$ cat src/rtl/tpu_pkg.sv
// Shared definitions for the unified-buffer feed path.
// The UART command decoder uses these too.
package tpu_pkg;

   localparam int unsigned UB_WORD_W      = 256;
   localparam int unsigned BYTES_PER_WORD = UB_WORD_W / 8;

   typedef enum logic [2:0] {
      StIdle,
      StFill,
      StIssue,
      StSettle,
      StDone
   } packer_state_t;

endpackage

$ cat src/rtl/byte_word_assembler.sv
// Inserts bytes LSB-first into a word register, tracks the byte index and
// flags when the byte being offered completes the word.
module byte_word_assembler #(
   parameter int unsigned DATA_WIDTH = 256
) (
   input  logic                  clk,
   input  logic                  rst,
   input  logic                  clear,
   input  logic                  take,
   input  logic [7:0]            byte_data,
   output logic [DATA_WIDTH-1:0] word,
   output logic                  word_complete
);

   localparam int unsigned BYTES_PER_WORD = DATA_WIDTH / 8;
   localparam int unsigned IDX_W          = (BYTES_PER_WORD > 1) ? $clog2(BYTES_PER_WORD) : 1;

   logic [DATA_WIDTH-1:0] word_q;
   logic [IDX_W-1:0]      byte_idx_q;

   assign word          = word_q;
   assign word_complete = (byte_idx_q == IDX_W'(BYTES_PER_WORD - 1));

   // Bytes overwrite in place, so the previous word stays readable until the
   // first byte of the next word lands.
   always_ff @(posedge clk) begin
      if (rst) begin
         word_q     <= '0;
         byte_idx_q <= '0;
      end else if (clear) begin
         byte_idx_q <= '0;
      end else if (take) begin
         word_q[{byte_idx_q, 3'b000} +: 8] <= byte_data;
         byte_idx_q <= word_complete ? '0 : byte_idx_q + IDX_W'(1);
      end
   end

endmodule

$ cat src/rtl/ub_word_packer.sv
// Packs a host byte stream into buffer words and issues each as a single-word
// write, with one settle cycle after every strobe.
module ub_word_packer
   import tpu_pkg::*;
#(
   parameter int unsigned DATA_WIDTH = UB_WORD_W,
   parameter int unsigned ADDR_WIDTH = 8
) (
   input  logic                  clk,
   input  logic                  rst,
   input  logic                  cmd_valid,
   output logic                  cmd_ready,
   input  logic [ADDR_WIDTH:0]   cmd_addr,
   input  logic [ADDR_WIDTH:0]   cmd_count,
   input  logic                  abort,
   input  logic                  s_byte_valid,
   output logic                  s_byte_ready,
   input  logic [7:0]            s_byte_data,
   output logic                  ub_wr_en,
   output logic [ADDR_WIDTH:0]   ub_wr_addr,
   output logic [ADDR_WIDTH:0]   ub_wr_count,
   output logic [DATA_WIDTH-1:0] ub_wr_data,
   input  logic                  ub_wr_ready,
   output logic                  busy,
   output logic                  done,
   output logic [ADDR_WIDTH:0]   words_written
);

   localparam int unsigned AW1 = ADDR_WIDTH + 1;

   packer_state_t state_q, state_d;
   logic [ADDR_WIDTH:0] addr_q, addr_d;
   logic [ADDR_WIDTH:0] count_q, count_d;
   logic [ADDR_WIDTH:0] ww_q, ww_d;
   logic [ADDR_WIDTH:0] wr_addr_q, wr_addr_d;
   logic                asm_clear, byte_take, word_complete, wr_en;

   byte_word_assembler #(
      .DATA_WIDTH (DATA_WIDTH)
   ) u_assembler (
      .clk           (clk),
      .rst           (rst),
      .clear         (asm_clear),
      .take          (byte_take),
      .byte_data     (s_byte_data),
      .word          (ub_wr_data),
      .word_complete (word_complete)
   );

   always_ff @(posedge clk) begin
      if (rst) begin
         state_q   <= StIdle;
         addr_q    <= '0;
         count_q   <= '0;
         ww_q      <= '0;
         wr_addr_q <= '0;
      end else begin
         state_q   <= state_d;
         addr_q    <= addr_d;
         count_q   <= count_d;
         ww_q      <= ww_d;
         wr_addr_q <= wr_addr_d;
      end
   end

   always_comb begin
      state_d   = state_q;
      addr_d    = addr_q;
      count_d   = count_q;
      ww_d      = ww_q;
      wr_addr_d = wr_addr_q;
      asm_clear = 1'b0;
      byte_take = 1'b0;
      wr_en     = 1'b0;
      // Abort beats every other transition; IDLE has nothing to cancel.
      if (abort && (state_q != StIdle)) begin
         state_d = StIdle;
      end else begin
         unique case (state_q)
            StIdle: begin
               if (cmd_valid) begin
                  addr_d    = cmd_addr;
                  count_d   = cmd_count;
                  ww_d      = '0;
                  asm_clear = 1'b1;
                  state_d   = (cmd_count == '0) ? StDone : StFill;
               end
            end
            StFill: begin
               if (s_byte_valid) begin
                  byte_take = 1'b1;
                  if (word_complete) begin
                     wr_addr_d = addr_q;
                     state_d   = StIssue;
                  end
               end
            end
            StIssue: begin
               if (ub_wr_ready) begin
                  wr_en   = 1'b1;
                  addr_d  = addr_q + AW1'(1);
                  ww_d    = ww_q + AW1'(1);
                  state_d = StSettle;
               end
            end
            StSettle: state_d = (ww_q == count_q) ? StDone : StFill;
            StDone:   state_d = StIdle;
            default:  state_d = StIdle;
         endcase
      end
   end

   assign cmd_ready     = (state_q == StIdle);
   assign s_byte_ready  = (state_q == StFill) && !abort;
   assign busy          = (state_q != StIdle);
   assign done          = (state_q == StDone);
   assign ub_wr_en      = wr_en;
   assign ub_wr_addr    = wr_addr_q;
   assign ub_wr_count   = AW1'(1);
   assign words_written = ww_q;

endmodule

$ cat config.mk
export PLATFORM = sky130hd
export DESIGN_NAME = ub_word_packer
export DESIGN_NICKNAME = d
export VERILOG_FILES = /design/src/rtl/tpu_pkg.sv /design/src/rtl/byte_word_assembler.sv /design/src/rtl/ub_word_packer.sv
export SDC_FILE = /design/constraint.sdc
export NUM_CORES = 1
export LEC_CHECK = 0
export CELL_PAD_IN_SITES_DETAIL_PLACEMENT = 1
export CELL_PAD_IN_SITES_GLOBAL_PLACEMENT = 1
export CORE_MARGIN = 3
export CORE_UTILIZATION = 34
export CTS_CLUSTER_SIZE = 30
export DETAILED_ROUTE_END_ITERATION = 10
export PLACE_DENSITY = 0.76
export SYNTH_ARGS = -nofsm -noshare
export SYNTH_HDL_FRONTEND = slang
export SYNTH_SLANG_ARGS = --single-unit
export TNS_END_PERCENT = 50
$ cat constraint.sdc
create_clock -name clk -period 2.2 [get_ports clk]
set_input_delay 0.66 -clock clk [delete_from_list [all_inputs] [get_ports clk]]
set_output_delay 0.66 -clock clk [all_outputs]
set_load 0.02 [all_outputs]
## Word-level counts from Yosys, hierarchy flattened

Index checks and enable logic that the tools add are counted.

- $add $sub $neg: 4
- Eq/ne operators: 10
- Shift-type cells: 2
- Multiplexer cells: 24
- Bitwise gates (word level): 2
- Reductions and logical operators: 14

Operator list:

| cell | number |
|---|---|
| bitwise mux 256 bit | 1 |
| variable shift 8 x 10 -> 256 bit, first input constant | 1 |
| indexed part select 8 x 10 -> 256 bit | 1 |
| two-way mux 9 bit | 4 |
| case mux 9 bit (2 select lines) | 2 |
| adder 9 x 1 -> 9 bit, second input constant | 2 |
| two-way mux 3 bit | 6 |
| case mux 3 bit (4 select lines) | 1 |
| AND reduction 4 bit | 3 |
| negator 8 -> 10 bit | 1 |
| equality test 9 bit | 1 |
| zero test 9 bit | 1 |
| two-way mux 1 bit | 9 |
| equality test 3 x 2 -> 1 bit, second input constant | 2 |
| inequality test 2 bit, second input constant | 3 |
| adder 5 x 1 -> 5 bit, second input constant | 1 |
| equality test 5 bit, second input constant | 1 |
| two-way mux 5 bit | 1 |
| OR reduction 2 bit | 2 |
| equality test 3 x 1 -> 1 bit, second input constant | 1 |
| equality test 3 bit, second input constant | 1 |
| zero test 3 bit | 1 |
| AND reduction 3 bit | 1 |
| nonzero test 3 bit | 1 |
| other kinds (6) | 8 |

- Register bits: 300
- Input port bits: 32
- Output and inout port bits: 288
- Logic and storage cells: 63

## Longest topological paths before layout

Gate-level depths: netlist of run 1.

- Depth after elaboration: 5
- Mapped depth: 9
- Gate-level depth less buffers: 7

## Hierarchy

Synthesis of run 1 repeated with hierarchy kept, for this count alone.

- Cell total of the unflattened synthesis: 1264
- Area total of the unflattened synthesis: 13232.7 µm²

By module, submodules not included:

| module | instances | cells an instance | area each (µm²) | sequential area each (µm²) |
|---|---|---|---|---|
| byte_word_assembler | 1 | 1009 | 11128.2 | 5225.0 |
| ub_word_packer | 1 | 255 | 2104.5 | 780.7 |

## Worst setup path after synthesis of run 1

OpenSTA, ideal clock, no wires.

- Kind: register -> output
- From: reg state_q[2]
- To: out ub_wr_en
- Data arrival time: 1.907 ns
- Required time: 1.540 ns
- Path slack: -0.367 ns
- Cell stages (with the launch flop): 6
- Path buffers: 3
- Cell sequence: dfxtp_1 clkbuf_1 or3b_2 clkbuf_1 clkbuf_1 nor3b_1

- Longest elaborated chain between the ends: 3

Ends and longest elaborated chain:

| element | RTL line | RTL |
|---|---|---|
| start, declared | ub_word_packer.sv:31 | `packer_state_t state_q, state_d;` |
| start signal, assigned | ub_word_packer.sv:52 | `state_q <= StIdle;` |
| start signal, assigned | ub_word_packer.sv:58 | `state_q <= state_d;` |
| equality test 3 x 2 -> 1 bit / nonzero test 3 bit (equally long branches) | ub_word_packer.sv:79, ub_word_packer.sv:76 |  |
| two-way mux 1 bit / logical AND 1 bit (equally long branches) | ub_word_packer.sv:79, ub_word_packer.sv:76 |  |
| two-way mux 1 bit * | ub_word_packer.sv:76 | `if (abort && (state_q != StIdle)) begin` |
| end, declared | ub_word_packer.sv:19 | `output logic ub_wr_en,` |

Every way passes the cells marked *; elsewhere a longest branch is shown, timed or not.

## Final worst setup path of run 1

Same ends and word-level chain as after synthesis.

==> metrics.txt, run 1 <==
cell with the largest stage delay on the worst path or3b_4; standard-cell rows 71; number of buffers inserted by port buffering 310; gate count of the mapped netlist 1346; power density cells 613 nW/um2; number of hold buffers added after CTS 0; final worst path period need 2.24 ns; Distinct cells, synth 59; detailed-router iteration count before antenna repair 6; detailed-route vias per instance 5.05; worst voltage drop across the vdd grid 0.397 mV; total setup violations reported at the end of the flow 1; Yosys warning total 0; insertion delay to the later sink of the worst-skew pair 0.52 ns; top area cells in the synthesized netlist dfxtp_1, mux2i_1, nand2b_1; failing checks setup timing; Critical path origin state_q[2]; Worst path top cell family by delay simple AND/OR/NAND/NOR gates; number of nets with antenna violations after detailed routing 0; die extent in y 203 um; worst path arrival time 1.58 ns; Pins Over Slew Limit 0; number of nets in the finished design 1792; final weighted congestion in routability-driven placement 0.813; Reg clk slew, reported paths 0.05 ns; number of ports placed on the die boundary 320; antenna fix cells 0; clock buffer count from CTS 36; TritonCTS clock tree yes; Yosys reg bits 300; Slew headroom 52.5%; reg2reg start u_assembler.byte_idx_q[1]; sequential fraction of the synthesis area 45.3%; antenna violations before repair 1; Setup crit end kind primary output; post-place setup slack -0.615 ns; Slew @ Worst Pin 0.712 ns; detailed-route wire length per cell 20.8 um; effective utilization at floorplan 34.8%; post-synthesis to final-layout area growth 49.2%; worst setup skew after layout 0.0200 ns; required time at the worst-slack endpoint 1.54 ns; total vias in the final route 11.6k; Bufs and invs on worst path 1; class of the worst hold path register to register; Crit path largest cell delay 0.41 ns; reported max-cap violation count 0; root buffer selected by CTS clkbuf_16; share of Yosys cell area claimed by the top area cell type 45.3%; count of flip-flops with a built-in enable after synthesis 0; # DRC 0; final hold viol count 0; Sinks on Clock Net 300; via count of the first global-routing pass 12.2k; Tcrit/Tclk final 102%; ordered cell list for the critical path or3b_4, nor3b_4, buf_6; dpl hpwl 33.8 mm; layout cells sized above 1 17.1%; post-layout worst setup margin -0.0414 ns; design area 19800 um2; leftover overflow at the end of global routing 0; ys flop type dfxtp_1; maximum level of the CTS H-tree 2; leading cell type in the layout, fill and taps excluded dfxtp_1; CP Class register to primary output; most used cells in the layout excluding fill and tap cells dfxtp_1, nand2b_1, mux2i_1, clkdlybuf4s50_1, buf_4; Fmax achieved 446 MHz; Avg Cell Area, Syn 9.84 um2; combined global-route utilization of all metal layers 21.9%; setup repair after global routing missed its margin yes; Core Region 38000 um2; wire length of the first global-routing pass 72.0 mm; fillers 4170; crit path launch type register; Detailed Route WL 47.7 mm; result of the run complete, but fails checks; Async S/R FF share, synth 0%; Netlist Area Pre-Place 13200 um2; instance area after placement 18000 um2; initial drt markers 447; Hold Path Origin ub_wr_addr[4]; maximum number of pins on one net before global-route repair 196; top fanout value on the critical path 2; maximum clock path buffer count 3; Leak Pwr 0.00898 uW; die width 203 um; cell accounting for the most synthesized area dfxtp_1; area of the die 41400 um2
## registers in the layout, indices dropped and copies added, names as in the netlist
signal	flops
addr_q	9
state_q	3
ub_wr_addr	9
words_written	9
count_q	9
u_assembler.byte_idx_q	5
u_assembler.word	256
## power by group
part | internal, uW | switching (uW) | total [uW]
combinational | 291 | 326 | 617
sequential | 5460 | 32.5 | 5490
clock | 3640 | 2350 | 5990
total | 9390 | 2710 | 12100
## stage by stage
stage | instances | hold WS (ns) | util (%) | TNS [ns] | power (uW)
3_5_place_dp | 2191 | 0.456 | 47.2 | -121.68 | 6190
6_report | 2287 | 0.465 | 52.0 | -0.0414 | 12100
2_1_floorplan | 1353 | 0.442 | - | -0.309 | 5930
4_1_cts | 2273 | 0.469 | 51.0 | -0.101 | 12200
3_3_place_gp | 2191 | 0.450 | 47.2 | -104.62 | 6180
5_1_grt | 2287 | 0.482 | 52.0 | -0.337 | 12500
## kinds of logic after synthesis
kind of cell / count (synthesis) / share of synthesized area (%)
AO/OA/AOI/OAI: 159 / 8.56
XOR/XNOR: 20 / 1.32
adder cells (fa/ha/maj): 9 / 0.850
buffers and inverters: 121 / 4.17
flip-flops: 300 / 45.3
multiplexers: 225 / 17.1
other: 2 / 0.0567
AND/OR/NAND/NOR: 510 / 22.6
## metal layers
layer / share of wire (%) / up-vias / GRT usage (%)
met5: 0.027 / - / 0
met4: 2.5 / 2 / 5.56
met3: 6.5 / 81 / 5.47
met2: 50 / 322 / 39.2
met1: 41 / 5726 / 26.4
li1: - / 5426 / -
## final timing paths
check                                            end  slack (ns)  depth (start not counted)
worst max-delay path                        ub_wr_en       -0.04                          3
worst min-delay path                   ub_wr_addr[4]        0.47                          2
worst max register to register  u_assembler.word[77]        0.05                          8
worst min register to register         ub_wr_addr[4]        0.47                          2
## tightest hold or removal path: stages (launching register included)
cell and delay (ns):
dfxtp_1 0.31, nand2_1 0.05, a21oi_1 0.05
## synth_stat cells, drive strengths merged (2+ instances only)
| master | n |
|---|---|
| a41o | 2 |
| xor2 | 6 |
| o2111ai | 8 |
| nor3b | 10 |
| and2 | 15 |
| nor4 | 7 |
| conb | 2 |
| mux2 | 8 |
| a21oi | 37 |
| or2 | 3 |
| nand2b | 252 |
| and3b | 3 |
| o211ai | 25 |
| mux2i | 217 |
| a21o | 2 |
| a311oi | 4 |
| nor4b | 4 |
| inv | 5 |
| nand4 | 39 |
| xnor2 | 14 |
| and4 | 2 |
| o21ai | 69 |
| nor2 | 32 |
| ha | 9 |
| or4 | 2 |
| clkbuf | 62 |
| or3 | 6 |
| nor3 | 5 |
| nor2b | 11 |
| dfxtp | 300 |
| o2111a | 4 |
| nand3 | 27 |
| a211oi | 2 |
| nand2 | 74 |
| and3 | 16 |
| buf | 54 |
## timing repair
item	CTS	global route
gates resized for setup	79	90
pin swaps	7	9
gates cloned	2	2
buffers inserted	17	12
setup endpoints to repair	256	260
hold endpoints to repair	0	0
## cell type report
class / instances / area (um2) / share of cell area, %
flip-flops and latches: 300 / 6010 / 30.4
well taps: 511 / 639 / 3.24
clock inverters: 13 / 151 / 0.766
clock buffers: 50 / 1030 / 5.24
multi-input cells: 932 / 6920 / 35.0
repair buffers: 476 / 4980 / 25.2
inverters: 5 / 21.3 / 0.108
Power figures use the tool's default switching activity.
==> run 2: changes to the inputs <==
- REMOVE_ABC_BUFFERS: default -> 1
==> metrics.txt, run 2 (synthesized netlist as in run 1, its figures left out) <==
worst path arrival time 1.58 ns (about the same); effective utilization at floorplan 34.8% (unchanged); final worst path period need 2.24 ns (+0.000345 ns); Max Used Layer met5; Core Region 38000 um2 (unchanged); detailed-route vias per instance 5.01 (-0.80%); total vias in the final route 11.4k (-1.7%); leading cell type in the layout, fill and taps excluded dfxtp_1; Detailed Route WL 46.8 mm (-1.9%); number of hold buffers added after CTS 0 (unchanged); maximum level of the CTS H-tree 2 (unchanged); insertion delay to the later sink of the worst-skew pair 0.51 ns (about the same); setup repair after global routing missed its margin yes; die width 203 um (unchanged); total negative slack for setup checks -0.0788 ns (-0.0374 ns); Tcrit/Tclk final 102% (about the same); number of buffers inserted by port buffering 310 (unchanged); design area 19600 um2 (-0.82%); Reg clk slew, reported paths 0.06 ns (about the same); die extent in y 203 um (unchanged); total setup violations reported at the end of the flow 2 (+1); Largest register FFs 256 (unchanged); Sinks on Clock Net 300 (unchanged); worst voltage drop across the vdd grid 0.399 mV (+0.58%); Leak Pwr 0.00881 uW (-1.9%); standard-cell rows 71 (unchanged); share of the core filled with cells 51.5% (-0.42 points); met2 wirelength from detailed routing 22.8 mm (-4.5%); number of cells traversed by the worst register-to-register path 8 (unchanged); required time at the worst-slack endpoint 1.54 ns (about the same); detailed-routing wirelength on met1 20.4 mm (+4.8%); hold slack final 0.455 ns (-0.0105 ns); top fanout value on the critical path 3 (+1); dpl hpwl 33.2 mm (-1.8%); detailed-route wire length per cell 20.7 um (-0.94%); final weighted congestion in routability-driven placement 0.832 (+2.4%); # DRC 0 (unchanged); CP Class input port to primary output; clock buffer count from CTS 34 (-5.6%); maximum clock path buffer count 3 (unchanged); final hold viol count 0 (unchanged); via count of the first global-routing pass 12.3k (+0.97%); instance area after placement 18000 um2 (unchanged); Slew @ Worst Pin 0.620 ns (-0.0927 ns); Min-Delay Path Depth 2 (unchanged); worst setup skew after layout 0.0163 ns (-0.00365 ns); area of the die 41400 um2 (unchanged); crit path launch type input port; number of nets with antenna violations after detailed routing 0 (unchanged); root buffer selected by CTS clkbuf_16; power density cells 612 nW/um2 (about the same); leftover overflow at the end of global routing 0 (unchanged); class of the worst hold path register to register; Slew headroom 58.1% (+5.6 points); result of the run complete, but fails checks; wire length of the first global-routing pass 71.4 mm (-0.89%); number of nets in the finished design 1773 (-1.1%); Fmax achieved 446 MHz (about the same); antenna fix cells 0 (unchanged); reported max-cap violation count 0 (unchanged); combined global-route utilization of all metal layers 21.7% (-0.28 points); power consumption 12000 uW (-0.88%); DR WL met3 2.67 mm (-14%); post-layout worst setup margin -0.0417 ns (-0.000345 ns); number of ports placed on the die boundary 320 (unchanged); layout cells sized above 1 15.8% (-1.2 points); TritonCTS clock tree yes; Pins Over Slew Limit 0 (unchanged); detailed-router iteration count before antenna repair 5 (-1); maximum number of pins on one net before global-route repair 117 (-40%); Setup crit end kind primary output; antenna violations before repair 1 (unchanged); post-synthesis to final-layout area growth 47.9%; most used cells in the layout excluding fill and tap cells dfxtp_1, nand2b_1, clkdlybuf4s50_1, mux2i_1, buf_4; initial drt markers 522 (+17%); failing checks setup timing
[run 2: changes by cell type in the layout (fill, tap and decap cells not counted), sizes merged]
cell           previous run  this run
clkinv                    8         5
clkbuf                   51        53
buf                     169       153
dlymetal6s2s             54        53
o2111a                    4         5
clkdlybuf4s50           216       229
bufinv                    3         2
bufbuf                    2         0
dlygate4sd2              34        22
inv                       7         5
[run 2: critical path, cell delays in order]
cell	delay (ns)
dlygate4sd2_1	0.31
nor4b_4	0.40
buf_4	0.21
[run 2: cell type report]
type	instances	area, um2
Clock buffer	52	1090
Tap cell	511	639
Fill cell	4179	18400
Timing Repair Buffer	458	4770
Clock inverter	7	85.1
Inverter	5	18.8
Sequential cell	300	6010
Multi-Input combinational cell	933	6970
[run 2: where the power goes]
part / internal [uW] / leakage (uW) / switching (uW)
Combinational: 273 / 0.00580 / 324
Sequential: 5460 / 0.00242 / 32.2
Clock: 3650 / 0.000588 / 2260
[run 2: final timing paths]
check / startpoint / end / slack [ns]
worst max-delay path: abort / s_byte_ready / -0.04
worst min-delay path: ub_wr_addr[6] / ub_wr_addr[6] / 0.45
worst max register to register: u_assembler.byte_idx_q[1] / u_assembler.word[116] / 0
worst min register to register: ub_wr_addr[6] / ub_wr_addr[6] / 0.45
[run 2: layer usage]
metal,GRT usage (%),up-vias
li1,-,5403
met1,27.7,5627
met2,37.2,278
met3,4.96,49
met4,5.26,2
met5,0,-
[run 2: per-stage QoR]
step                std cells  setup WS, ns
finish                   2266       -0.0417
global placement         2194        -0.529
detailed placement       2194        -0.671
CTS                      2257       -0.0385
global route             2266        -0.111
floorplan                1237         -2.17
[run 2: repair_timing]
item,4_1_cts,5_1_grt
pin swaps,5,8
endpoints found under the hold margin,0,0
endpoints found under the setup margin,255,221
cloned,0,1
buffers inserted,4,9
gates resized for setup,66,101
